[src/rtl/dtw_pkg.sv]
// Shared types for the DTW traceback block: direction codes, FSM states and width helpers.
// Pure declarations, so it adds no latency and applies no backpressure.
package dtw_pkg;

    typedef enum logic [1:0] {
        DIAG    = 2'd0,
        LEFT    = 2'd1,
        UP      = 2'd2,
        ILLEGAL = 2'd3
    } dir_e;

    typedef enum logic [2:0] {
        S_IDLE = 3'd0,
        S_FILL = 3'd1,
        S_READ = 3'd2,
        S_EMIT = 3'd3,
        S_DONE = 3'd4,
        S_ERR  = 3'd5
    } state_e;

    function automatic int round_w(input int seq_len);
        return $clog2(2 * seq_len - 1);
    endfunction

    function automatic int coord_w(input int seq_len);
        return $clog2(seq_len);
    endfunction

    function automatic int len_w(input int seq_len);
        return $clog2(2 * seq_len);
    endfunction

endpackage

[src/rtl/dtw_step_calc.sv]
// Combinational one-step traceback: next (x,y) and round from a direction code, with an error flag.
// Zero latency and no flow control; the caller decides when the step is taken.
module dtw_step_calc
    import dtw_pkg::*;
#(
    parameter int SEQ_LEN = 20,
    parameter int LANES   = 6,
    localparam int RW     = round_w(SEQ_LEN),
    localparam int CW     = coord_w(SEQ_LEN)
) (
    input  logic [CW-1:0] cur_x,
    input  logic [CW-1:0] cur_y,
    input  logic [RW-1:0] cur_round,
    input  dir_e          code,
    output logic [CW-1:0] nxt_x,
    output logic [CW-1:0] nxt_y,
    output logic [RW-1:0] nxt_round,
    output logic          step_err
);

    logic bad_move;
    int   nxt_lane;

    always_comb begin
        nxt_x     = cur_x;
        nxt_y     = cur_y;
        nxt_round = cur_round;
        bad_move  = 1'b0;
        case (code)
            DIAG: begin
                if (cur_x == '0 || cur_y == '0) begin
                    bad_move = 1'b1;
                end else begin
                    nxt_x     = cur_x - CW'(1);
                    nxt_y     = cur_y - CW'(1);
                    nxt_round = cur_round - RW'(2);
                end
            end
            LEFT: begin
                if (cur_x == '0) begin
                    bad_move = 1'b1;
                end else begin
                    nxt_x     = cur_x - CW'(1);
                    nxt_round = cur_round - RW'(1);
                end
            end
            UP: begin
                if (cur_y == '0) begin
                    bad_move = 1'b1;
                end else begin
                    nxt_y     = cur_y - CW'(1);
                    nxt_round = cur_round - RW'(1);
                end
            end
            default: bad_move = 1'b1;
        endcase
        // Band membership is judged on the destination cell.
        nxt_lane = int'(nxt_x) - int'(nxt_y) + LANES / 2;
        step_err = bad_move || (nxt_lane < 0) || (nxt_lane >= LANES);
    end

endmodule

[src/rtl/dtw_path_tracker_p.sv]
// DTW band traceback: stores direction codes per anti-diagonal round, then streams the path from (N-1,N-1) to (0,0).
// Two cycles per beat (RAM read then emit); each beat holds until path_ready, stalls of any length allowed.
module dtw_path_tracker_p
    import dtw_pkg::*;
#(
    parameter int SEQ_LEN = 20,
    parameter int LANES   = 6,
    parameter int CODE_W  = 2,
    localparam int RW     = round_w(SEQ_LEN),
    localparam int CW     = coord_w(SEQ_LEN),
    localparam int LW     = len_w(SEQ_LEN)
) (
    input  logic                    clk,
    input  logic                    rst,
    input  logic                    start,
    input  logic                    wr_valid,
    input  logic [RW-1:0]           wr_round,
    input  logic [LANES*CODE_W-1:0] wr_codes,
    input  logic                    finish,
    output logic [CW-1:0]           path_x,
    output logic [CW-1:0]           path_y,
    output logic                    path_valid,
    input  logic                    path_ready,
    output logic                    path_last,
    output logic [LW-1:0]           path_len,
    output logic                    busy,
    output logic                    done,
    output logic                    err
);

    localparam int              DEPTH     = 2 * SEQ_LEN - 1;
    localparam int              DW        = LANES * CODE_W;
    localparam logic [CW-1:0]   MAX_XY    = CW'(SEQ_LEN - 1);
    localparam logic [RW-1:0]   MAX_ROUND = RW'(DEPTH - 1);

    state_e          state_q, state_d;
    logic [CW-1:0]   x_q, x_d, y_q, y_d;
    logic [RW-1:0]   round_q, round_d;
    logic [LW-1:0]   len_q, len_d;

    logic [DW-1:0]   mem [DEPTH];
    logic [DW-1:0]   rd_dat_q;
    logic            wr_en;
    int              cur_lane;
    logic [CODE_W-1:0] cell_code;
    logic [CW-1:0]   nxt_x, nxt_y;
    logic [RW-1:0]   nxt_round;
    logic            step_err;
    logic            at_origin;

    assign wr_en = !rst && (state_q == S_FILL) && wr_valid && (wr_round <= MAX_ROUND);

    // Code RAM is deliberately outside reset; it is always refilled before use.
    always_ff @(posedge clk) begin
        if (wr_en) begin
            mem[wr_round] <= wr_codes;
        end
        rd_dat_q <= mem[round_q];
    end

    always_comb begin
        cur_lane  = int'(x_q) - int'(y_q) + LANES / 2;
        cell_code = '1;
        if (cur_lane >= 0 && cur_lane < LANES) begin
            cell_code = rd_dat_q[cur_lane*CODE_W +: CODE_W];
        end
    end

    dtw_step_calc #(
        .SEQ_LEN (SEQ_LEN),
        .LANES   (LANES)
    ) u_step (
        .cur_x     (x_q),
        .cur_y     (y_q),
        .cur_round (round_q),
        .code      (dir_e'(cell_code[1:0])),
        .nxt_x     (nxt_x),
        .nxt_y     (nxt_y),
        .nxt_round (nxt_round),
        .step_err  (step_err)
    );

    assign at_origin = (x_q == '0) && (y_q == '0);

    always_comb begin
        state_d = state_q;
        x_d     = x_q;
        y_d     = y_q;
        round_d = round_q;
        len_d   = len_q;
        case (state_q)
            S_IDLE: ;
            S_FILL: if (finish) state_d = S_READ;
            S_READ: state_d = S_EMIT;
            S_EMIT: begin
                if (path_ready) begin
                    len_d = len_q + LW'(1);
                    if (at_origin) begin
                        state_d = S_DONE;
                    end else if (step_err) begin
                        state_d = S_ERR;
                    end else begin
                        x_d     = nxt_x;
                        y_d     = nxt_y;
                        round_d = nxt_round;
                        state_d = S_READ;
                    end
                end
            end
            S_DONE, S_ERR: ;
            default: state_d = S_IDLE;
        endcase
        if (start) begin
            state_d = S_FILL;
            x_d     = MAX_XY;
            y_d     = MAX_XY;
            round_d = MAX_ROUND;
            len_d   = '0;
        end
    end

    always_ff @(posedge clk) begin
        if (rst) begin
            state_q <= S_IDLE;
            x_q     <= MAX_XY;
            y_q     <= MAX_XY;
            round_q <= MAX_ROUND;
            len_q   <= '0;
        end else begin
            state_q <= state_d;
            x_q     <= x_d;
            y_q     <= y_d;
            round_q <= round_d;
            len_q   <= len_d;
        end
    end

    assign path_x     = x_q;
    assign path_y     = y_q;
    assign path_valid = (state_q == S_EMIT);
    assign path_last  = path_valid && at_origin;
    assign path_len   = len_q;
    assign busy       = (state_q == S_READ) || (state_q == S_EMIT);
    assign done       = (state_q == S_DONE);
    assign err        = (state_q == S_ERR);

endmodule

[config.mk]
export PLATFORM = sky130hd
export DESIGN_NAME = dtw_path_tracker_p
export DESIGN_NICKNAME = d
export VERILOG_FILES = /design/src/rtl/dtw_pkg.sv /design/src/rtl/dtw_step_calc.sv /design/src/rtl/dtw_path_tracker_p.sv
export SDC_FILE = /design/constraint.sdc
export NUM_CORES = 1
export LEC_CHECK = 0
export BUFFER_PORTS_ARGS = -buffer_cell sky130_fd_sc_hd__buf_2
export CAP_MARGIN = 30
export CORE_MARGIN = 1.5
export CORE_UTILIZATION = 45
export DETAILED_ROUTE_END_ITERATION = 6
export PLACE_DENSITY = 0.62
export SLEW_MARGIN = 20
export SYNTH_ARGS = -nofsm -noshare
export SYNTH_HDL_FRONTEND = slang
export SYNTH_SLANG_ARGS = --single-unit
[constraint.sdc]
create_clock -name clk -period 11.63 [get_ports clk]
set_input_delay 1.163 -clock clk [delete_from_list [all_inputs] [get_ports clk]]
set_output_delay 1.163 -clock clk [all_outputs]
set_load 0.02 [all_outputs]
# Word level (Yosys, flattened, before mapping)
# Memory sizes are Yosys's and may differ from the RTL's. A register that Yosys moved wholly into a read port is not among the register bits.
# Index checks and enable logic that the tools add are counted.
# W data, S select, Z words.
# op_classes
order_cmp	5
mux	23
n_eq_ne	15
addsub	9
n_bitwise	3
shifts	1
reduce_logical	23
# ops
operator	count
$add A32 B3 Y32 const B	1
$ge A32 B4 Y1 const B	1
$lt A32 B1 Y1 const B	1
$mux W5	4
$pmux W5 S2	2
$mux W6	3
$pmux W6 S3	1
$mux W3	4
$pmux W3 S4	1
$shiftx A12 B8 Y2	1
$sub A5 B5 Y6	2
$logic_not A5 Y1	2
$sub A5 B1 Y5 const B	2
$ne A2 B2 Y1 const B	4
$reduce_and A8 Y1	1
$add A6 B3 Y7 const B	1
$ge A7 B1 Y1 const B	1
$lt A7 B4 Y1 const B	1
$add A6 B1 Y6 const B	1
$eq A3 B2 Y1 const B	2
$eq A3 B3 Y1 const B	2
$le A6 B6 Y1 const B	1
$logic_and A1 B1 Y1	6
$mux W1	6
other kinds (21)	28
# word_totals
in_bits	24
wordCells	86
ramBits	468
n_memories	1
output_inout_bits	21
regBits	25
# mem_list
name	depth	width	read_ports	rd_clocked_by_memory_dff	wr	line	text
mem	39	12	1	1	1	dtw_path_tracker_p.sv:41	logic [DW-1:0] mem [DEPTH];

# Logic depth before layout (Yosys ltp)
# depth
word_depth	17
mapped_depth	34
mapped_depth_nobuf	31

# Hierarchy
# Synthesis repeated with hierarchy kept, for this count alone.
# unflattened
hier_cells	1327
hier_area_um2	21211.6
# by_module_without_submodules
module	seq_area_each_um2	area_each_um2	instances	cells_per_inst
dtw_path_tracker_p	14794.2	20213.1	1	1186
dtw_step_calc	0.0	998.5	1	141

# Worst setup path before layout
# No wires, ideal clock.
# synth_path
kind	register to register
start	register x_q[0] (netlist: path_x[0])
end	register round_q[1]
slack_ns	4.676
stages_incl_launch_ff	33
arrival_time_ns	6.811
setup_ns	0.143
path_buffers	3
t_required_ns	11.487
synth_period_minus_slack_ns	6.954
path_cell_list	dfxtp_1 inv_1 ha_1 inv_1 fa_1 inv_1 ha_1 mux4_2 or2_2 a21o_1 inv_1 ha_1 clkbuf_1 a21o_1 nand2_1 mux2_2 o22ai_1 ha_1 o21a_1 o31a_1 o22ai_1 and3_1 clkbuf_1 nand2_1 ha_1 nor4b_1 nand4_1 a211o_1 nor3_4 o211ai_1 buf_4 o31ai_1 o311ai_1
# synth_between
elab_chain_cells	14
elab_cells_between_ends	36
cone_classes	add/sub: 5; order compare: 4; eq/ne: 5; shift: 1; mux: 10; bitwise: 2; reduce/logical: 9
# synth_lines
item	line	text
start, declared	dtw_path_tracker_p.sv:37	logic [CW-1:0] x_q, x_d, y_q, y_d;
start signal, assigned	dtw_path_tracker_p.sv:125	x_q <= MAX_XY;
start signal, assigned	dtw_path_tracker_p.sv:131	x_q <= x_d;
$sub A5 B5 Y6	dtw_path_tracker_p.sv:62	cur_lane = int'(x_q) - int'(y_q) + LANES / 2;
$add A6 B3 Y7	dtw_path_tracker_p.sv:62	
$ge A7 B1 Y1 or $lt A7 B4 Y1 (tied branches)	dtw_path_tracker_p.sv:64	if (cur_lane >= 0 && cur_lane < LANES) begin
$logic_and A1 B1 Y1	dtw_path_tracker_p.sv:64	
$mux W2	dtw_path_tracker_p.sv:64	
$eq A2 B1 Y1 or $logic_not A2 Y1 (tied branches)	dtw_step_calc.sv:29	case (code)
$pmux W5 S2 *	dtw_step_calc.sv:29	
via nxt_x[2]	dtw_path_tracker_p.sv:46	logic [CW-1:0] nxt_x, nxt_y;
$sub A5 B5 Y6 *	dtw_step_calc.sv:58	nxt_lane = int'(nxt_x) - int'(nxt_y) + LANES / 2;
$add A32 B3 Y32 *	dtw_step_calc.sv:58	
$lt A32 B1 Y1	dtw_step_calc.sv:59	step_err = bad_move || (nxt_lane < 0) || (nxt_lane >= LANES);
$logic_or A1 B1 Y1	dtw_step_calc.sv:59	
$logic_or A1 B1 Y1 *	dtw_step_calc.sv:59	
$not A1 Y1 (no source line) *	n/a	
$reduce_and A8 Y1 (no source line) *	n/a	
end signal, assigned	dtw_path_tracker_p.sv:133	round_q <= round_d;
end, declared	dtw_path_tracker_p.sv:38	logic [RW-1:0] round_q, round_d;
# Mark *: on every way through the listed nets, which the timed path passes. The rest lies on a longest branch.
# A chain may end at the register's enable or synchronous reset.

# Worst setup path after layout
# layout_path
start	register x_q[0] (netlist: path_x[0])
end	register round_q[5]
# layout_between
elab_chain_cells	14
elab_cells_between_ends	36
cone_classes	add/sub: 5; order compare: 4; eq/ne: 5; shift: 1; mux: 10; bitwise: 2; reduce/logical: 9
# layout_lines
item	line
$sub A5 B5 Y6	dtw_path_tracker_p.sv:62
$add A6 B3 Y7	dtw_path_tracker_p.sv:62
$ge A7 B1 Y1 or $lt A7 B4 Y1 (tied branches)	dtw_path_tracker_p.sv:64
$logic_and A1 B1 Y1	dtw_path_tracker_p.sv:64
$mux W2	dtw_path_tracker_p.sv:64
$eq A2 B1 Y1, or another cell as far along	dtw_step_calc.sv:29
$pmux W5 S2	dtw_step_calc.sv:29
$sub A5 B5 Y6	dtw_step_calc.sv:58
$add A32 B3 Y32	dtw_step_calc.sv:58
$lt A32 B1 Y1	dtw_step_calc.sv:59
$logic_or A1 B1 Y1 (2 in series)	dtw_step_calc.sv:59
$not A1 Y1 (no source line)	n/a
$reduce_and A8 Y1 (no source line)	n/a
# Several ways; a longest one is shown, not always the timed one.

==> impl_metrics.ini <==
[outcome]
status = completed

[global_route]
grt_pass1_wl_mm = 70.0
top_usage_layer = met2
grt_start_max_net_pins = 63
grt_util_met3_pct = 3.45
grt_pass1_vias = 10900
grt.met2_usage_pct = 31.0
grt_overflow_total = 0
grt_usage_pct = 20.0
antenna_found_initial = 3
met1_usage_pct = 29.3

[placed_design]
io_buffers = 44
dp_hpwl_mm = 28.6
gp_congestion = 0.855
dp_cells = 1785

[clocking]
clk_latency_ps = 600
cts_root_buf = clkbuf_16
htree_levels = 2
clock_path_buffers = 3
post-cts-setup-buffers = 0
cts.clk_slew.worst_paths_ps = 60
cts_made_buffers = 51
cts_resized = 0
ctsHoldBuffers = 0
cts_sinks = 505
cts_tree = yes

[die]
fp-row-count = 78
start_util_pct = 45.8
boundaryPins = 45
die_height_um = 219
coreArea_um2 = 45700
die_x_um = 219
dieArea_um2 = 47800

[sta]
setup_viol = 0
drv_slew = 0
fmax_ghz = 0.129
hold_viol_final = 0
rsz0062_at_grt = no
fin_crit_sh_pct = 66.6
min_period_ps = 7750
finClkSkew_ps = 24.4
worst_slew_pin_slew_ps = 925
tns_ps = 0
slew-limit-headroom_pct = 38.2

[final_layout]
fin_cells = 1882
antenna_cells = 0
syn2layout_area_growth_pct = 13.0
nNetsFinal = 1296
layout-drive-gt1-share_pct = 25.3

[yosys]
ys_types = 71
synthFlopType = edfxtp_1
syn_inst = 1158
ys_ff_latch = 505
yosysTopAreaCell = edfxtp_1
synth_common_cells = 468 x edfxtp_1, 127 x mux4_2, 78 x nor2_1
async_flop_share_pct = 0
yosysWarningCount = 0
ys_seq_area_share_pct = 70.7
synth_edf_count = 468
syn_nets = 1215
synth.most_common_cell = edfxtp_1
netlist.area_leader.share_pct = 67.2
yosys-top-cells-area = edfxtp_1 67%, mux4_2 14%, dfxtp_1 3.5%, ha_1 1.9%, nor2_1 1.4%
avgSynthCellArea_um2 = 18.1
synth_area_um2 = 20900

[worst_setup_path]
reg2reg_from = path_x[0]$_SDFFE_PP1P_
critPathKind = flip-flop to flip-flop
path_max_fanout = 11
crit_arrival_ps = 8280
critPathRequiredTime_ps = 12170
rrSetupSlack_ps = 3880
path_common_cell = ha_1
slowest_delay_ps = 640
crit_path_end_kind = flip-flop
startpoint = path_x[0]$_SDFFE_PP1P_
r2r_cells = 30
slowest_stage = o22ai_1
start_kind = flip-flop

[route]
routed_wl_mm = 46.5
drc = 0
dr.pass1.iters = 5
vias = 10900
drt-initial-drc-count = 1036
ant_nets = 0
viasPerCell = 5.79
wl_per_cell_um = 24.7

[power]
ir_drop_v = 0.000126
power.density_nw_per_um2 = 155
leakage_uw = 0.00773

[min_path]
hp-start = path_len[5]$_SDFFE_PP0P_
hold_class = flip-flop to flip-flop
min_path_cells = 2

[run]
drv_cap = 0
==> placed cells by master, fill, tap and decap left out, drive strengths merged, types with 6 or more instances in the layout <==
cell type,count
bufinv,6
edfxtp,468
nor3,11
dfxtp,37
a21oi,31
nand2,66
ha,31
nor2b,11
and3,6
a31oi,6
a211oi,15
nand3b,7
clkbuf,55
mux4,127
clkinv,27
xor2,7
mux2i,24
nor2,79
o211ai,14
buf,90
nand3,8
inv,28
o21ai,29
==> layer usage <==
metal  vias to the layer above  part of all wire (%)
met2                       309                    47
met3                        63                   6.2
met5                         -                 0.073
met4                         6                   1.9
li1                       4835                     -
met1                      5692                    44
==> report_power, final <==
group / switching, uW / internal [uW]
Combinational: 37.4 / 6.62
Clock: 699 / 945
Sequential: 0.730 / 1980
Total: 737 / 2940
==> through the flow <==
stage	power [uW]	hold slack (ps)	utilization (%)	worst slack (ps)	area [um^2]
2_1_floorplan	2030	456	-	4680	20900
3_3_place_gp	2070	467	48.0	3930	21900
3_5_place_dp	2070	485	48.0	3950	21900
4_1_cts	3710	495	51.7	3890	23600
5_1_grt	3780	516	51.8	3180	23600
6_report	3670	486	51.8	3880	23600
==> area by class of cell <==
cell class	instances	area, um^2
Clock buffer	55	1290
Clock inverter	41	394
Fill cell	3680	22000
Inverter	24	90.1
Multi-Input combinational cell	567	5740
Sequential cell	505	14800
Tap cell	600	751
Timing Repair Buffer	90	573
==> flip-flops by register name, summed over array words and instances (netlist names), named ones only <==
name	cells
mem	468
path_len	6
path_x	5
path_y	4
rd_dat_q	12
round_q	6
state_q	3
==> cell families after synthesis <==
logic type                 after synthesis  share of synthesized area, %
and+or+nand+nor                        228                          5.38
DFF                                    505                          70.7
adders and majority gates               33                          2.04
AOI/OAI and AO/OA                      142                          4.59
muxes                                  153                          14.9
xor gates and xnor gates                11                         0.460
buffers and inverters                   86                          1.91
==> critical path: cells and delay by family, from the launching register on <==
| family | cells | cell delay [ps] |
|---|---|---|
| AOI/OAI and AO/OA | 8 | 2220 |
| and+or+nand+nor | 10 | 2130 |
| adders and majority gates | 6 | 1980 |
| buffers and inverters | 5 | 680 |
| DFF | 1 | 410 |
| muxes | 1 | 290 |
==> path summary, 6_finish.rpt <==
path | endpoint
max | round_q[5]$_SDFFE_PP1P_
min | path_len[5]$_SDFFE_PP0P_
max reg2reg | round_q[5]$_SDFFE_PP1P_
min reg2reg | path_len[5]$_SDFFE_PP0P_
(Power assumes the default switching activity.)
